<file path="src/rtl/regfile_wb_arbiter_pkg.sv">
// Shared definitions for the register-file writeback arbiter.
// Holds the datapath widths, the requester index map, the FSM state
// encoding and the round-robin pointer advance helper.
package regfile_wb_arbiter_pkg;

  localparam int NUM_REQ = 4;
  localparam int ADDR_W  = 5;
  localparam int DATA_W  = 16;
  localparam int STAT_W  = 2;
  localparam int BANK_W  = 6;
  localparam int PTR_W   = 2;

  localparam int REQ_ARITH_A = 0;
  localparam int REQ_ARITH_B = 1;
  localparam int REQ_LS_A    = 2;
  localparam int REQ_LS_B    = 3;

  typedef enum logic [1:0] {
    ST_RUN    = 2'd0,
    ST_DRAIN  = 2'd1,
    ST_SWITCH = 2'd2
  } arb_state_e;

  // Index of the requester just after idx, wrapping at NUM_REQ.
  function automatic logic [PTR_W-1:0] ptr_after(input logic [PTR_W-1:0] idx);
    if (int'(idx) == NUM_REQ - 1) begin
      return {PTR_W{1'b0}};
    end else begin
      return idx + {{(PTR_W-1){1'b0}}, 1'b1};
    end
  endfunction

endpackage

</file>
<file path="src/rtl/regfile_wb_arbiter_rr_dual_grant.sv">
// Combinational round-robin dual grant selector.
// Scans requesters starting at rr_ptr; the first valid one wins port A,
// the next valid one with a different address wins port B.
// Ports: valid/addr (packed per requester), rr_ptr in; one-hot grants,
// grant indices and found flags out.
module regfile_wb_arbiter_rr_dual_grant
  import regfile_wb_arbiter_pkg::*;
(
  input  logic [NUM_REQ-1:0]        valid,
  input  logic [NUM_REQ*ADDR_W-1:0] addr,
  input  logic [PTR_W-1:0]          rr_ptr,
  output logic [NUM_REQ-1:0]        grant_a,
  output logic [NUM_REQ-1:0]        grant_b,
  output logic [PTR_W-1:0]          idx_a,
  output logic [PTR_W-1:0]          idx_b,
  output logic                      found_a,
  output logic                      found_b
);

  int                scan_s;
  logic [PTR_W-1:0]  pos_s;
  logic [ADDR_W-1:0] addr_a_s;
  logic [ADDR_W-1:0] addr_cur_s;

  // Rotating priority scan producing up to two non-colliding grants.
  always_comb begin
    grant_a    = {NUM_REQ{1'b0}};
    grant_b    = {NUM_REQ{1'b0}};
    idx_a      = {PTR_W{1'b0}};
    idx_b      = {PTR_W{1'b0}};
    found_a    = 1'b0;
    found_b    = 1'b0;
    addr_a_s   = {ADDR_W{1'b0}};
    scan_s     = 0;
    pos_s      = {PTR_W{1'b0}};
    addr_cur_s = {ADDR_W{1'b0}};
    for (int k = 0; k < NUM_REQ; k++) begin
      scan_s     = (int'(rr_ptr) + k) % NUM_REQ;
      pos_s      = PTR_W'(scan_s);
      addr_cur_s = addr[int'(pos_s)*ADDR_W +: ADDR_W];
      if (valid[pos_s]) begin
        if (!found_a) begin
          found_a        = 1'b1;
          idx_a          = pos_s;
          grant_a[pos_s] = 1'b1;
          addr_a_s       = addr_cur_s;
        end else if (!found_b && (addr_cur_s != addr_a_s)) begin
          // Same-address requesters are skipped so both ports never collide.
          found_b        = 1'b1;
          idx_b          = pos_s;
          grant_b[pos_s] = 1'b1;
        end else begin
        end
      end else begin
      end
    end
  end

endmodule

</file>
<file path="src/rtl/regfile_wb_arbiter.sv">
// Register-file writeback arbiter: merges NUM_REQ writeback requesters onto
// two write ports (round-robin, no same-address pair) and sequences bank
// select changes by draining in-flight writes first.
// Ports: clock_i/reset_i (async active-low); req_* valid/ready handshake with
// packed addr/data/status; wr_a_*/wr_b_* registered write ports; bank_req_i/
// bank_sel_i request a bank change, acknowledged by bank_ack_o as
// bank_select_o updates; busy_o flags pending work.
module regfile_wb_arbiter
  import regfile_wb_arbiter_pkg::*;
(
  input  logic                      clock_i,
  input  logic                      reset_i,
  input  logic [NUM_REQ-1:0]        req_valid_i,
  output logic [NUM_REQ-1:0]        req_ready_o,
  input  logic [NUM_REQ*ADDR_W-1:0] req_addr_i,
  input  logic [NUM_REQ*DATA_W-1:0] req_data_i,
  input  logic [NUM_REQ*STAT_W-1:0] req_status_i,
  input  logic [NUM_REQ-1:0]        req_stat_en_i,
  output logic                      wr_a_en_o,
  output logic [ADDR_W-1:0]         wr_a_addr_o,
  output logic [DATA_W-1:0]         wr_a_data_o,
  output logic [STAT_W-1:0]         wr_a_stat_o,
  output logic                      wr_a_stat_en_o,
  output logic                      wr_b_en_o,
  output logic [ADDR_W-1:0]         wr_b_addr_o,
  output logic [DATA_W-1:0]         wr_b_data_o,
  output logic [STAT_W-1:0]         wr_b_stat_o,
  output logic                      wr_b_stat_en_o,
  input  logic                      bank_req_i,
  input  logic [BANK_W-1:0]         bank_sel_i,
  output logic                      bank_ack_o,
  output logic [BANK_W-1:0]         bank_select_o,
  output logic                      busy_o
);

  arb_state_e        state_r;
  logic [PTR_W-1:0]  rr_ptr_r;
  logic [NUM_REQ-1:0] grant_a_s;
  logic [NUM_REQ-1:0] grant_b_s;
  logic [PTR_W-1:0]  idx_a_s;
  logic [PTR_W-1:0]  idx_b_s;
  logic              found_a_s;
  logic              found_b_s;
  logic              run_s;
  logic              take_a_s;
  logic              take_b_s;

  regfile_wb_arbiter_rr_dual_grant u_grant (
    .valid   (req_valid_i),
    .addr    (req_addr_i),
    .rr_ptr  (rr_ptr_r),
    .grant_a (grant_a_s),
    .grant_b (grant_b_s),
    .idx_a   (idx_a_s),
    .idx_b   (idx_b_s),
    .found_a (found_a_s),
    .found_b (found_b_s)
  );

  // Grants are only issued while running; DRAIN and SWITCH hold everyone off.
  assign run_s       = (state_r == ST_RUN);
  assign take_a_s    = run_s && found_a_s;
  assign take_b_s    = run_s && found_b_s;
  assign req_ready_o = run_s ? (grant_a_s | grant_b_s) : {NUM_REQ{1'b0}};
  assign busy_o      = (!run_s) || wr_a_en_o || wr_b_en_o;

  // Write-port registers and round-robin pointer; idle ports keep their payload.
  always_ff @(posedge clock_i or negedge reset_i) begin
    if (!reset_i) begin
      wr_a_en_o      <= 1'b0;
      wr_a_addr_o    <= {ADDR_W{1'b0}};
      wr_a_data_o    <= {DATA_W{1'b0}};
      wr_a_stat_o    <= {STAT_W{1'b0}};
      wr_a_stat_en_o <= 1'b0;
      wr_b_en_o      <= 1'b0;
      wr_b_addr_o    <= {ADDR_W{1'b0}};
      wr_b_data_o    <= {DATA_W{1'b0}};
      wr_b_stat_o    <= {STAT_W{1'b0}};
      wr_b_stat_en_o <= 1'b0;
      rr_ptr_r       <= {PTR_W{1'b0}};
    end else begin
      if (take_a_s) begin
        wr_a_en_o      <= 1'b1;
        wr_a_addr_o    <= req_addr_i[int'(idx_a_s)*ADDR_W +: ADDR_W];
        wr_a_data_o    <= req_data_i[int'(idx_a_s)*DATA_W +: DATA_W];
        wr_a_stat_o    <= req_status_i[int'(idx_a_s)*STAT_W +: STAT_W];
        wr_a_stat_en_o <= req_stat_en_i[idx_a_s];
      end else begin
        wr_a_en_o      <= 1'b0;
        wr_a_stat_en_o <= 1'b0;
      end
      if (take_b_s) begin
        wr_b_en_o      <= 1'b1;
        wr_b_addr_o    <= req_addr_i[int'(idx_b_s)*ADDR_W +: ADDR_W];
        wr_b_data_o    <= req_data_i[int'(idx_b_s)*DATA_W +: DATA_W];
        wr_b_stat_o    <= req_status_i[int'(idx_b_s)*STAT_W +: STAT_W];
        wr_b_stat_en_o <= req_stat_en_i[idx_b_s];
      end else begin
        wr_b_en_o      <= 1'b0;
        wr_b_stat_en_o <= 1'b0;
      end
      // Pointer moves past the last requester served this cycle.
      if (take_b_s) begin
        rr_ptr_r <= ptr_after(idx_b_s);
      end else if (take_a_s) begin
        rr_ptr_r <= ptr_after(idx_a_s);
      end else begin
        rr_ptr_r <= rr_ptr_r;
      end
    end
  end

  // Bank-change sequencer: RUN -> DRAIN (wait for write ports idle) -> SWITCH.
  always_ff @(posedge clock_i or negedge reset_i) begin
    if (!reset_i) begin
      state_r       <= ST_RUN;
      bank_select_o <= {BANK_W{1'b0}};
      bank_ack_o    <= 1'b0;
    end else begin
      case (state_r)
        ST_RUN: begin
          bank_ack_o <= 1'b0;
          if (bank_req_i) begin
            state_r <= ST_DRAIN;
          end else begin
            state_r <= ST_RUN;
          end
        end
        ST_DRAIN: begin
          if (!bank_req_i) begin
            state_r    <= ST_RUN;
            bank_ack_o <= 1'b0;
          end else if (!wr_a_en_o && !wr_b_en_o) begin
            // Select and ack are registered together so ack marks the new bank.
            state_r       <= ST_SWITCH;
            bank_select_o <= bank_sel_i;
            bank_ack_o    <= 1'b1;
          end else begin
            state_r    <= ST_DRAIN;
            bank_ack_o <= 1'b0;
          end
        end
        ST_SWITCH: begin
          state_r    <= ST_RUN;
          bank_ack_o <= 1'b0;
        end
        default: begin
          state_r    <= ST_RUN;
          bank_ack_o <= 1'b0;
        end
      endcase
    end
  end

endmodule

</file>
<file path="config.mk">
export PLATFORM = sky130hd
export DESIGN_NAME = regfile_wb_arbiter
export DESIGN_NICKNAME = d
export VERILOG_FILES = /design/src/rtl/regfile_wb_arbiter_pkg.sv /design/src/rtl/regfile_wb_arbiter_rr_dual_grant.sv /design/src/rtl/regfile_wb_arbiter.sv
export SDC_FILE = /design/constraint.sdc
export NUM_CORES = 1
export LEC_CHECK = 0
export CAP_MARGIN = 40
export CORE_MARGIN = 5
export CORE_UTILIZATION = 40
export CTS_BUF_LIST = sky130_fd_sc_hd__clkbuf_2
export DETAILED_ROUTE_END_ITERATION = 10
export PLACE_DENSITY = 0.69
export SLEW_MARGIN = 30
export SYNTH_ARGS = -nofsm -noshare
export SYNTH_HDL_FRONTEND = slang
export SYNTH_SLANG_ARGS = --single-unit
</file>
<file path="constraint.sdc">
create_clock -name clock_i -period 6.23 [get_ports clock_i]
set_clock_uncertainty 0.05 [all_clocks]
set_input_delay 0.623 -clock clock_i [delete_from_list [all_inputs] [get_ports clock_i]]
set_output_delay 0.623 -clock clock_i [all_outputs]
set_load 0.05 [all_outputs]
</file>
* Word level (Yosys, flattened, before mapping)
Index checks and enable logic that the tools add are counted.
** Word-level totals
- Flip-flop bits (word level) :: 61
- Output and inout bits :: 62
- Logic and storage cells :: 162
- Input bits :: 109
** Operators by class
- Shifts and indexed selects :: 10
- $add $sub $neg :: 5
- Multipliers :: 6
- Equal/unequal tests :: 6
- Reduce and logical (&&, ||, !) cells :: 19
- Bitwise logic cells :: 6
- $lt $le $gt $ge :: 10
- Muxes and demuxes :: 86
** Operators with widths (count)
- variable part select 20 x 32 -> 5 bit :: 4
- variable part select 64 x 7 -> 16 bit :: 2
- 2-to-1 mux 4 bit :: 17
- 2-to-1 mux 2 bit :: 22
- variable part select 20 x 6 -> 5 bit :: 2
- 2-to-1 mux 1 bit :: 31
- multiplier 2 x 3 -> 5 bit, second input constant :: 6
- 2-to-1 mux 5 bit :: 5
- OR 4 bit :: 6
- < comparator 2 x 3 -> 1 bit, second input constant :: 6
- variable part select 8 x 4 -> 2 bit :: 2
- != test 5 bit :: 3
- binary-select mux 1 bit (select 2 bit) :: 6
- logical AND 1 bit :: 9
- demux 1 bit (select 2 bit) :: 4
- greater-or-equal comparator 2 x 1 -> 1 bit, second input constant :: 4
- adder 2 x 1 -> 2 bit, second input constant :: 3
- equality test 2 x 1 -> 1 bit, second input constant :: 3
- logical NOT 1 bit :: 5
- adder 2 bit, second input constant :: 2
- one-hot mux 2 bit (2 select lines) :: 1
- AND reduction 3 bit :: 1
- logical NOT 2 bit :: 1
- logical OR 1 bit :: 2
- nonzero test 2 bit :: 1

* Depth between registers and ports, before layout
- Word-level depth :: 20
- Gate-level depth with buffers :: 20
- Mapped depth without buffers :: 12

* Cells and area by module
From an unflattened synthesis, not the netlist that was laid out.
** Unflattened totals
- Cell total of the unflattened synthesis :: 485
- Area total of the unflattened synthesis :: 5018.6 µm²
** Modules (own cells, without submodules)
- regfile_wb_arbiter :: instances 1, cells each 309, area each 3495.9 µm², sequential area each 1526.5 µm²
- regfile_wb_arbiter_rr_dual_grant :: instances 1, cells each 176, area each 1522.7 µm², sequential area each 0.0 µm²

* Worst setup path before layout
Ideal clock, no wire load.
- Path type :: flip-flop to output port
- Start point :: register rr_ptr_r[0]
- End point :: output port req_ready_o[1]
- Stages on the path, launching flop included :: 18
- Path buffers :: 6
- Path slack :: 0.963 ns
- Required time :: 5.557 ns
- Arrival :: 4.594 ns
- Cell sequence :: dfrtp_1 buf_6 buf_12 inv_1 clkbuf_1 clkbuf_1 ha_1 buf_4 buf_4 mux2i_1 mux2_2 nor3_1 o41ai_1 o2bb2ai_2 o211ai_4 nand2_1 nand2_1 a31oi_1
** On the way
- Longest elaborated chain between the ends :: 19
- Elaborated cells on any way between the ends :: 83
- Those cells by class :: add/sub (3); mul (4); order compare (8); eq/ne (3); shift (4); mux (47); bitwise (6); reduce/logical (8)
** Ends and longest elaborated chain
- from (decl) :: line regfile_wb_arbiter.sv:37 : logic [PTR_W-1:0] rr_ptr_r;
- from (signal assigned) :: line regfile_wb_arbiter.sv:80 : rr_ptr_r <= {PTR_W{1'b0}};
- from (signal assigned) :: line regfile_wb_arbiter.sv:104 : rr_ptr_r <= ptr_after(idx_b_s);
- from (signal assigned) :: line regfile_wb_arbiter.sv:106 : rr_ptr_r <= ptr_after(idx_a_s);
- adder 2 x 1 -> 2 bit, or another cell as far along :: line regfile_wb_arbiter_rr_dual_grant.sv:38 : scan_s = (int'(rr_ptr) + k) % NUM_REQ;
- multiplier 2 x 3 -> 5 bit, or another cell as far along :: line regfile_wb_arbiter_rr_dual_grant.sv:40 : addr_cur_s = addr[int'(pos_s)*ADDR_W +: ADDR_W];
- variable part select 20 x 32 -> 5 bit or 2-to-1 mux 5 bit (tied branches) :: line regfile_wb_arbiter_rr_dual_grant.sv:40, regfile_wb_arbiter_rr_dual_grant.sv:41
- != test 5 bit :: line regfile_wb_arbiter_rr_dual_grant.sv:47 : end else if (!found_b && (addr_cur_s != addr_a_s)) begin
- 2-to-1 mux 1 bit :: line regfile_wb_arbiter_rr_dual_grant.sv:47
- 2-to-1 mux 1 bit :: line regfile_wb_arbiter_rr_dual_grant.sv:42 : if (!found_a) begin
- 2-to-1 mux 1 bit :: line regfile_wb_arbiter_rr_dual_grant.sv:41 : if (valid[pos_s]) begin
- logical NOT 1 bit :: line regfile_wb_arbiter_rr_dual_grant.sv:47
- [3 not listed]
- 2-to-1 mux 1 bit :: line regfile_wb_arbiter_rr_dual_grant.sv:41
- logical NOT 1 bit :: line regfile_wb_arbiter_rr_dual_grant.sv:47
- logical AND 1 bit :: line regfile_wb_arbiter_rr_dual_grant.sv:47
- 2-to-1 mux 4 bit :: line regfile_wb_arbiter_rr_dual_grant.sv:47
- 2-to-1 mux 4 bit :: line regfile_wb_arbiter_rr_dual_grant.sv:42
- 2-to-1 mux 4 bit :: line regfile_wb_arbiter_rr_dual_grant.sv:41
- OR 4 bit * :: line regfile_wb_arbiter.sv:64 : assign req_ready_o = run_s ? (grant_a_s | grant_b_s) : {NUM_REQ{1'b0}};
- 2-to-1 mux 4 bit * :: line regfile_wb_arbiter.sv:64
- to (decl) :: line regfile_wb_arbiter.sv:14 : output logic [NUM_REQ-1:0] req_ready_o,
Mark *: on every way between the ends. The rest lies on a longest branch, timed or not. The select of a mux whose other input is x is not followed.

* Final worst setup path
- Start point :: register rr_ptr_r[0]
- End point :: output port req_ready_o[3]
The elaborated chain is that of the path after synthesis.

==> impl_metrics.env <==
export IMPL_synth_fp_nets=867
export IMPL_area_growth_pct=27.6
export IMPL_worst_r2r_path_depth=13
export IMPL_routed_wire_length_per_instance_um=19.8
export IMPL_achievable_frequency_ghz=0.181
export IMPL_drt_initial_drc_count=362
export IMPL_timing_max_slew_rel_slack=0.467
export IMPL_grt_max_degree=68
export IMPL_antenna_violations_before_repair=0
export IMPL_startpoint_type="flop"
export IMPL_grt_overflow_total=0
export IMPL_dp_hpwl_um=15600
export IMPL_post_synth_and_or_nand_nor_area_fraction=0.205
export IMPL_timing_critical_path_required_ns=5.56
export IMPL_routed_wl_um=21900
export IMPL_clock_insertion_delay_worst_skew_ns=0.53
export IMPL_drcViolationCount=0
export IMPL_seq_area_frac_synth=0.216
export IMPL_flop_and_latch_count_out_of_synthesis=61
export IMPL_cts_htree_levels=3
export IMPL_cts_path_max_buffers=2
export IMPL_fin_hold_ws_ns=0.450
export IMPL_antenna_left=0
export IMPL_drv_max_cap_violation_count=0
export IMPL_synth_xor_area_share=0.0283
export IMPL_mappedNetlistArea_mm2=0.00708
export IMPL_path_clk_slew_ns=0.21
export IMPL_count_of_pins_on_the_block_boundary=171
export IMPL_detail_route_first_pass_iterations=5
export IMPL_finalCritPeriodShare=0.889
export IMPL_synth_warnings=0
export IMPL_worst_slew_pin_slew_ns=0.799
export IMPL_tritoncts="yes"
export IMPL_most_common_layout_cells="165 x sky130_fd_sc_hd__clkdlybuf4s50_1, 60 x sky130_fd_sc_hd__dfrtp_1, 56 x sky130_fd_sc_hd__a211oi_1"
export IMPL_cts_inserted_buffers=9
export IMPL_setup_repair_bufs_after_cts=0
export IMPL_vias_per_cell=5.92
export IMPL_min_path_cells=1
export IMPL_setup_viol=0
export IMPL_synth_ff_type="sky130_fd_sc_hd__dfrtp_1"
export IMPL_hp_start="wr_a_data_o[9]$_DFFE_PN0P_"
export IMPL_final_fill_count=1597
export IMPL_grt_first_pass_wirelength_um=34100
export IMPL_design_final_nets=993
export IMPL_floorplan_initialDensity=0.408
export IMPL_criticalPathCategory="reg2out"
export IMPL_buffer_ports_inserted=170
export IMPL_syn_inst=753
export IMPL_clock_root_buffer="sky130_fd_sc_hd__clkbuf_2"
export IMPL_muxShareOfSynthArea=0.193
export IMPL_floorplan_die_width_um=143
export IMPL_yosysUniqueCellTypes=76
export IMPL_post_synth_edffs=0
export IMPL_timing_critical_path_to_type="primary output"
export IMPL_status="finished, final reports clean"
export IMPL_vias_in_the_first_global_route=6361
export IMPL_synth_compound_gate_area_share=0.267
export IMPL_final_period_minus_worst_setup_slack_ns=5.54
export IMPL_ys_async_sr_fraction=1.00
export IMPL_post_synth_cell_area_avg_um2=9.40
export IMPL_grt_use_total=0.207
export IMPL_capture_endpoint_of_the_worst_hold_path="wr_a_data_o[9]$_DFFE_PN0P_"
export IMPL_design_die_area_mm2=0.0205
export IMPL_cts_sinks=61
export IMPL_routed_via_count=6560
export IMPL_final_max_slew_violation_count=0
export IMPL_critical_path_peak_fanout=67
export IMPL_layout_cells_most_common="sky130_fd_sc_hd__clkdlybuf4s50_1"
export IMPL_timing_rr_start="rr_ptr_r[0]$_DFFE_PN0P_"
export IMPL_antenna_diode_count=0
export IMPL_yosys_area_share_adder=0.0103
export IMPL_end_of_the_worst_register_to_register_path="wr_b_stat_en_o$_DFF_PN0_"
export IMPL_hold_path_class="reg2reg"
export IMPL_area_sequential_mm2=0.00153
export IMPL_die_y_um=143
export IMPL_main_combinational_cell_family_by_area_after_synthesis="compound AO/OA/AOI/OAI gates"
export IMPL_timing_reg2reg_setup_slack_ns=1.18
export IMPL_core_region_area_mm2=0.0174
export IMPL_place_gp_congestion=0.934
export IMPL_worstPathArrival_ns=4.87
export IMPL_setup_tns_final_ns=0
export IMPL_rsz0062_at_grt="no"
export IMPL_rows=48
export IMPL_multi_input_area_mm2=0.00502
export IMPL_post_route_cells_drive_above_1_share=0.179
export IMPL_hold_violations=0
cell families after synthesis:
| group | Yosys count |
|---|---|
| xor+xnor | 22 |
| buf+inv | 108 |
| flops | 61 |
| simple gates | 225 |
| compound gates | 226 |
| mux | 105 |
| fa+ha+maj | 6 |
critical path, cell delays in order, from the launching register on:
cell	delay (ns)
sky130_fd_sc_hd__dfrtp_4	0.81
sky130_fd_sc_hd__inv_1	0.12
sky130_fd_sc_hd__ha_1	0.46
sky130_fd_sc_hd__buf_4	0.29
sky130_fd_sc_hd__mux4_2	0.40
sky130_fd_sc_hd__xnor2_1	0.31
sky130_fd_sc_hd__nand4_1	0.19
sky130_fd_sc_hd__o211ai_1	0.21
sky130_fd_sc_hd__buf_4	0.56
sky130_fd_sc_hd__o211ai_4	0.19
sky130_fd_sc_hd__nand2_1	0.20
sky130_fd_sc_hd__nand2_1	0.07
sky130_fd_sc_hd__a31oi_1	0.32
sky130_fd_sc_hd__buf_12	0.18
metal layers:
layer / part of all wire / GRT usage
met5: 0 / 0
met4: 0.023 / 0.0580
met3: 0.057 / 0.0378
met2: 0.48 / 0.341
met1: 0.44 / 0.280
stage by stage:
stage               cell area [µm²]  cells  setup WS [ns]  utilization
CTS                            9000   1106          0.672        0.518
detailed placement             8880   1090           1.25        0.511
global placement               8790   1087           1.26        0.507
floorplan                      7080    753          0.963            -
finish                         9030   1109          0.691        0.520
global route                   9030   1109          0.316        0.520
final cells by class:
type,instances,area share
well taps,225,0.0312
inverters,33,0.0137
clock inverters,7,0.00845
flip-flops and latches,61,0.169
multi-input cells,584,0.555
clock buffers,9,0.00499
repair buffers,190,0.217
Yosys cell counts (5+ instances only):
cell type	count	share of area
sky130_fd_sc_hd__dfrtp_1	61	0.22
sky130_fd_sc_hd__a211oi_1	57	0.060
sky130_fd_sc_hd__mux2i_1	54	0.076
sky130_fd_sc_hd__nor2_1	46	0.024
sky130_fd_sc_hd__a21oi_1	44	0.031
sky130_fd_sc_hd__nor2b_1	44	0.039
sky130_fd_sc_hd__nand2_1	39	0.021
sky130_fd_sc_hd__clkbuf_1	33	0.018
sky130_fd_sc_hd__inv_1	31	0.016
sky130_fd_sc_hd__nand3_1	26	0.018
sky130_fd_sc_hd__a221oi_2	24	0.051
sky130_fd_sc_hd__mux2_2	24	0.038
sky130_fd_sc_hd__a21o_1	23	0.024
sky130_fd_sc_hd__mux4_2	22	0.070
sky130_fd_sc_hd__and3_1	21	0.019
sky130_fd_sc_hd__buf_2	17	0.012
sky130_fd_sc_hd__nor4_4	15	0.045
sky130_fd_sc_hd__xnor2_1	13	0.016
sky130_fd_sc_hd__buf_6	12	0.019
sky130_fd_sc_hd__o21ai_0	9	0.0064
sky130_fd_sc_hd__a221o_1	8	0.011
sky130_fd_sc_hd__xor2_1	8	0.0099
sky130_fd_sc_hd__a22o_1	7	0.0087
sky130_fd_sc_hd__o21a_1	6	0.0064
sky130_fd_sc_hd__a221oi_1	5	0.0062
sky130_fd_sc_hd__a22oi_1	5	0.0053
sky130_fd_sc_hd__a31oi_1	5	0.0044
sky130_fd_sc_hd__buf_1	5	0.0027
sky130_fd_sc_hd__buf_4	5	0.0053
sky130_fd_sc_hd__ha_1	5	0.0088
sky130_fd_sc_hd__o221ai_1	5	0.0062
flip-flops by register name, summed over array words and instances (netlist names), 2 cells and up:
name	count
wr_a_addr_o	5
wr_b_data_o	16
wr_b_stat_o	2
bank_select_o	6
wr_b_addr_o	5
wr_a_stat_o	2
wr_a_data_o	16
state_r	2
rr_ptr_r	2
what timing repair did:
item / CTS / global route
resized for setup: 0 / 0
hold buffers: 0 / 1
endpoints found under the hold margin: 0 / 22
setup endpoints to repair: 0 / 0
worst max-delay path by stage:
| stage | from | end | slack, ns | cells past startpoint |
|---|---|---|---|---|
| after floorplan | rr_ptr_r[0]$_DFFE_PN0P_ | req_ready_o[1] | 0.96 | 17 |
| after global placement | rr_ptr_r[0]$_DFFE_PN0P_ | wr_b_data_o[8]$_DFFE_PN0P_ | 1.26 | 12 |
| after detailed placement | rr_ptr_r[0]$_DFFE_PN0P_ | wr_b_stat_en_o$_DFF_PN0_ | 1.25 | 13 |
| after CTS | rr_ptr_r[0]$_DFFE_PN0P_ | req_ready_o[3] | 0.67 | 13 |
| after global routing | rr_ptr_r[0]$_DFFE_PN0P_ | req_ready_o[3] | 0.32 | 13 |
| final | rr_ptr_r[0]$_DFFE_PN0P_ | req_ready_o[3] | 0.69 | 13 |
Power is left out: the tool's default activity adds up to more than one toggle a clock period on the data nets, which glitch-free logic cannot reach.
==> RTL edit: new RTL, config.mk and constraints unchanged <==
Make the reset (`reset_i`) synchronous in 2 clocked blocks. Comments in the files are not updated.
--- a/src/rtl/regfile_wb_arbiter.sv
+++ b/src/rtl/regfile_wb_arbiter.sv
@@ -66,5 +66,5 @@
 
   // Write-port registers and round-robin pointer; idle ports keep their payload.
-  always_ff @(posedge clock_i or negedge reset_i) begin
+  always_ff @(posedge clock_i) begin
     if (!reset_i) begin
       wr_a_en_o      <= 1'b0;
@@ -112,5 +112,5 @@
 
   // Bank-change sequencer: RUN -> DRAIN (wait for write ports idle) -> SWITCH.
-  always_ff @(posedge clock_i or negedge reset_i) begin
+  always_ff @(posedge clock_i) begin
     if (!reset_i) begin
       state_r       <= ST_RUN;
Formal check against the unedited RTL: differs if reset_i is asserted again (counterexample within 4 cycles, from zero or initial values and one cycle with reset_i low); with reset_i held inactive, the same outputs for 4 cycles.
==> RTL edit against the unedited design <==
Design area is 23% lower; synthesized cell count shrank 28%; worst setup slack better by 77 ps; area after synthesis down 27%; die area down 26%; critical endpoint is now req_ready_o[0]; sequential cell count unchanged; wire length fell by 25%.
==> RTL edit: results (changes against the unedited design) <==
First DRT Iteration DRCs 271 (-25%); number of antenna repair diodes 0 (unchanged); Synth Area in XOR/XNOR 3.75% (+0.92 points); top area cells in the synthesized netlist dfxtp_1, mux2i_1, mux4_2; count of vias placed by the detailed router 4926 (-25%); ys async rst share 0% (-100 points); combinational share of power 80.1%; biggest fanout along the worst timing path 17 (-75%); pin count of the biggest net entering global routing 51 (-25%); Final Net Count 806 (-19%); Bufs on Longest Clock Path 2 (unchanged); switching power as a share of total power 52.4%; via count of the first global-routing pass 4985 (-22%); maximum vdd drop 0.294 mV; proportion of synthesized area in mux cells 32.6% (+13 points); average routed wire per standard cell 18.9 microns (-4.3%); CTS clock-pin slew for the worst setup and hold paths 200 ps; proportion of synthesized chip area in sequential cells 23.8% (+2.2 points); fraction of final layout cells with drive strength greater than 1 13.2% (-4.7 points); sequential fraction of design power 15.1%; Synth Warn # 0 (unchanged); run status finished, final reports clean; total iterations of the first detailed-routing run 7 (+2); first-pass GRT wire length 25.6 mm (-25%); Detailed Place HPWL 12.2 mm (-22%); clock buffers created by TritonCTS 9 (unchanged); Unique masters post-synth 67 (-12%); compound-cell area share of the yosys netlist 19.6% (-7.1 points); CP max stage delay 820 ps; worst skew pair latency 490 ps (-40 ps); count of cells resized by post-cts repair 0 (unchanged); cell types with the highest counts after synthesis mux2i_1, nand2_1, dfxtp_1; number of nets produced by synthesis 656 (-24%); deepest level of the CTS H-tree 3 (unchanged); Max stage delay cell, worst path clkdlybuf4s50_1; GRT Util Overall 21.3% (+0.55 points); Worst Tran Pin Value 788 ps (-11.4 ps); fraction of the mapped netlist area in adder cells 1.22% (+0.19 points); critical path arrival 4790 ps (-80 ps); RePlAce Congestion 0.881 (-5.6%)
[RTL edit: kinds of logic after synthesis]
logic type                 after synthesis
AOI/OAI and AO/OA                      141
and+or+nand+nor                        135
muxes                                  130
DFF                                     61
buffers and inverters                   48
xor gates and xnor gates                22
adders and majority gates                5
[RTL edit: layout make-up]
class	count	area, sq um
multi-input combinational	433	3630
tap	172	215
sequential	61	1220
clock inverter	7	32.5
timing repair buffer	180	1790
fill	1191	5660
inverter	7	26.3
clock buffer	9	45.0
[RTL edit: layer usage]
metal	GRT usage [%]	part of all wire, %	vias to the layer above	wire, microns
li1	-	-	2356	-
met1	26.2	41	2363	6760
met2	35.3	49	186	8100
met3	7.41	8.3	21	1360
met4	5.95	1.5	0	242
met5	0	0	-	0
[RTL edit: through the flow]
stage | hold slack (ps) | worst slack, ps | cells | util (%) | area [sq um]
6_report | 413 | 768 | 869 | 55.1 | 6960
4_1_cts | 415 | 741 | 869 | 55.1 | 6960
2_1_floorplan | 391 | 1740 | 542 | - | 5130
3_3_place_gp | 384 | 1330 | 853 | 54.5 | 6880
3_5_place_dp | 388 | 1260 | 853 | 54.5 | 6880
5_1_grt | 435 | 465 | 869 | 55.1 | 6960
[RTL edit: final timing paths]
check	from	to	slack [ps]	depth (start not counted)
hold reg to reg	wr_a_data_o[12]$_SDFFE_PN0P_	wr_a_data_o[12]$_SDFFE_PN0P_	410	2
setup / recovery	rr_ptr_r[1]$_SDFFE_PN0P_	req_ready_o[0]	770	13
setup reg to reg	rr_ptr_r[1]$_SDFFE_PN0P_	wr_b_data_o[5]$_SDFFE_PN0P_	1710	12
hold / removal	wr_a_data_o[12]$_SDFFE_PN0P_	wr_a_data_o[12]$_SDFFE_PN0P_	410	2
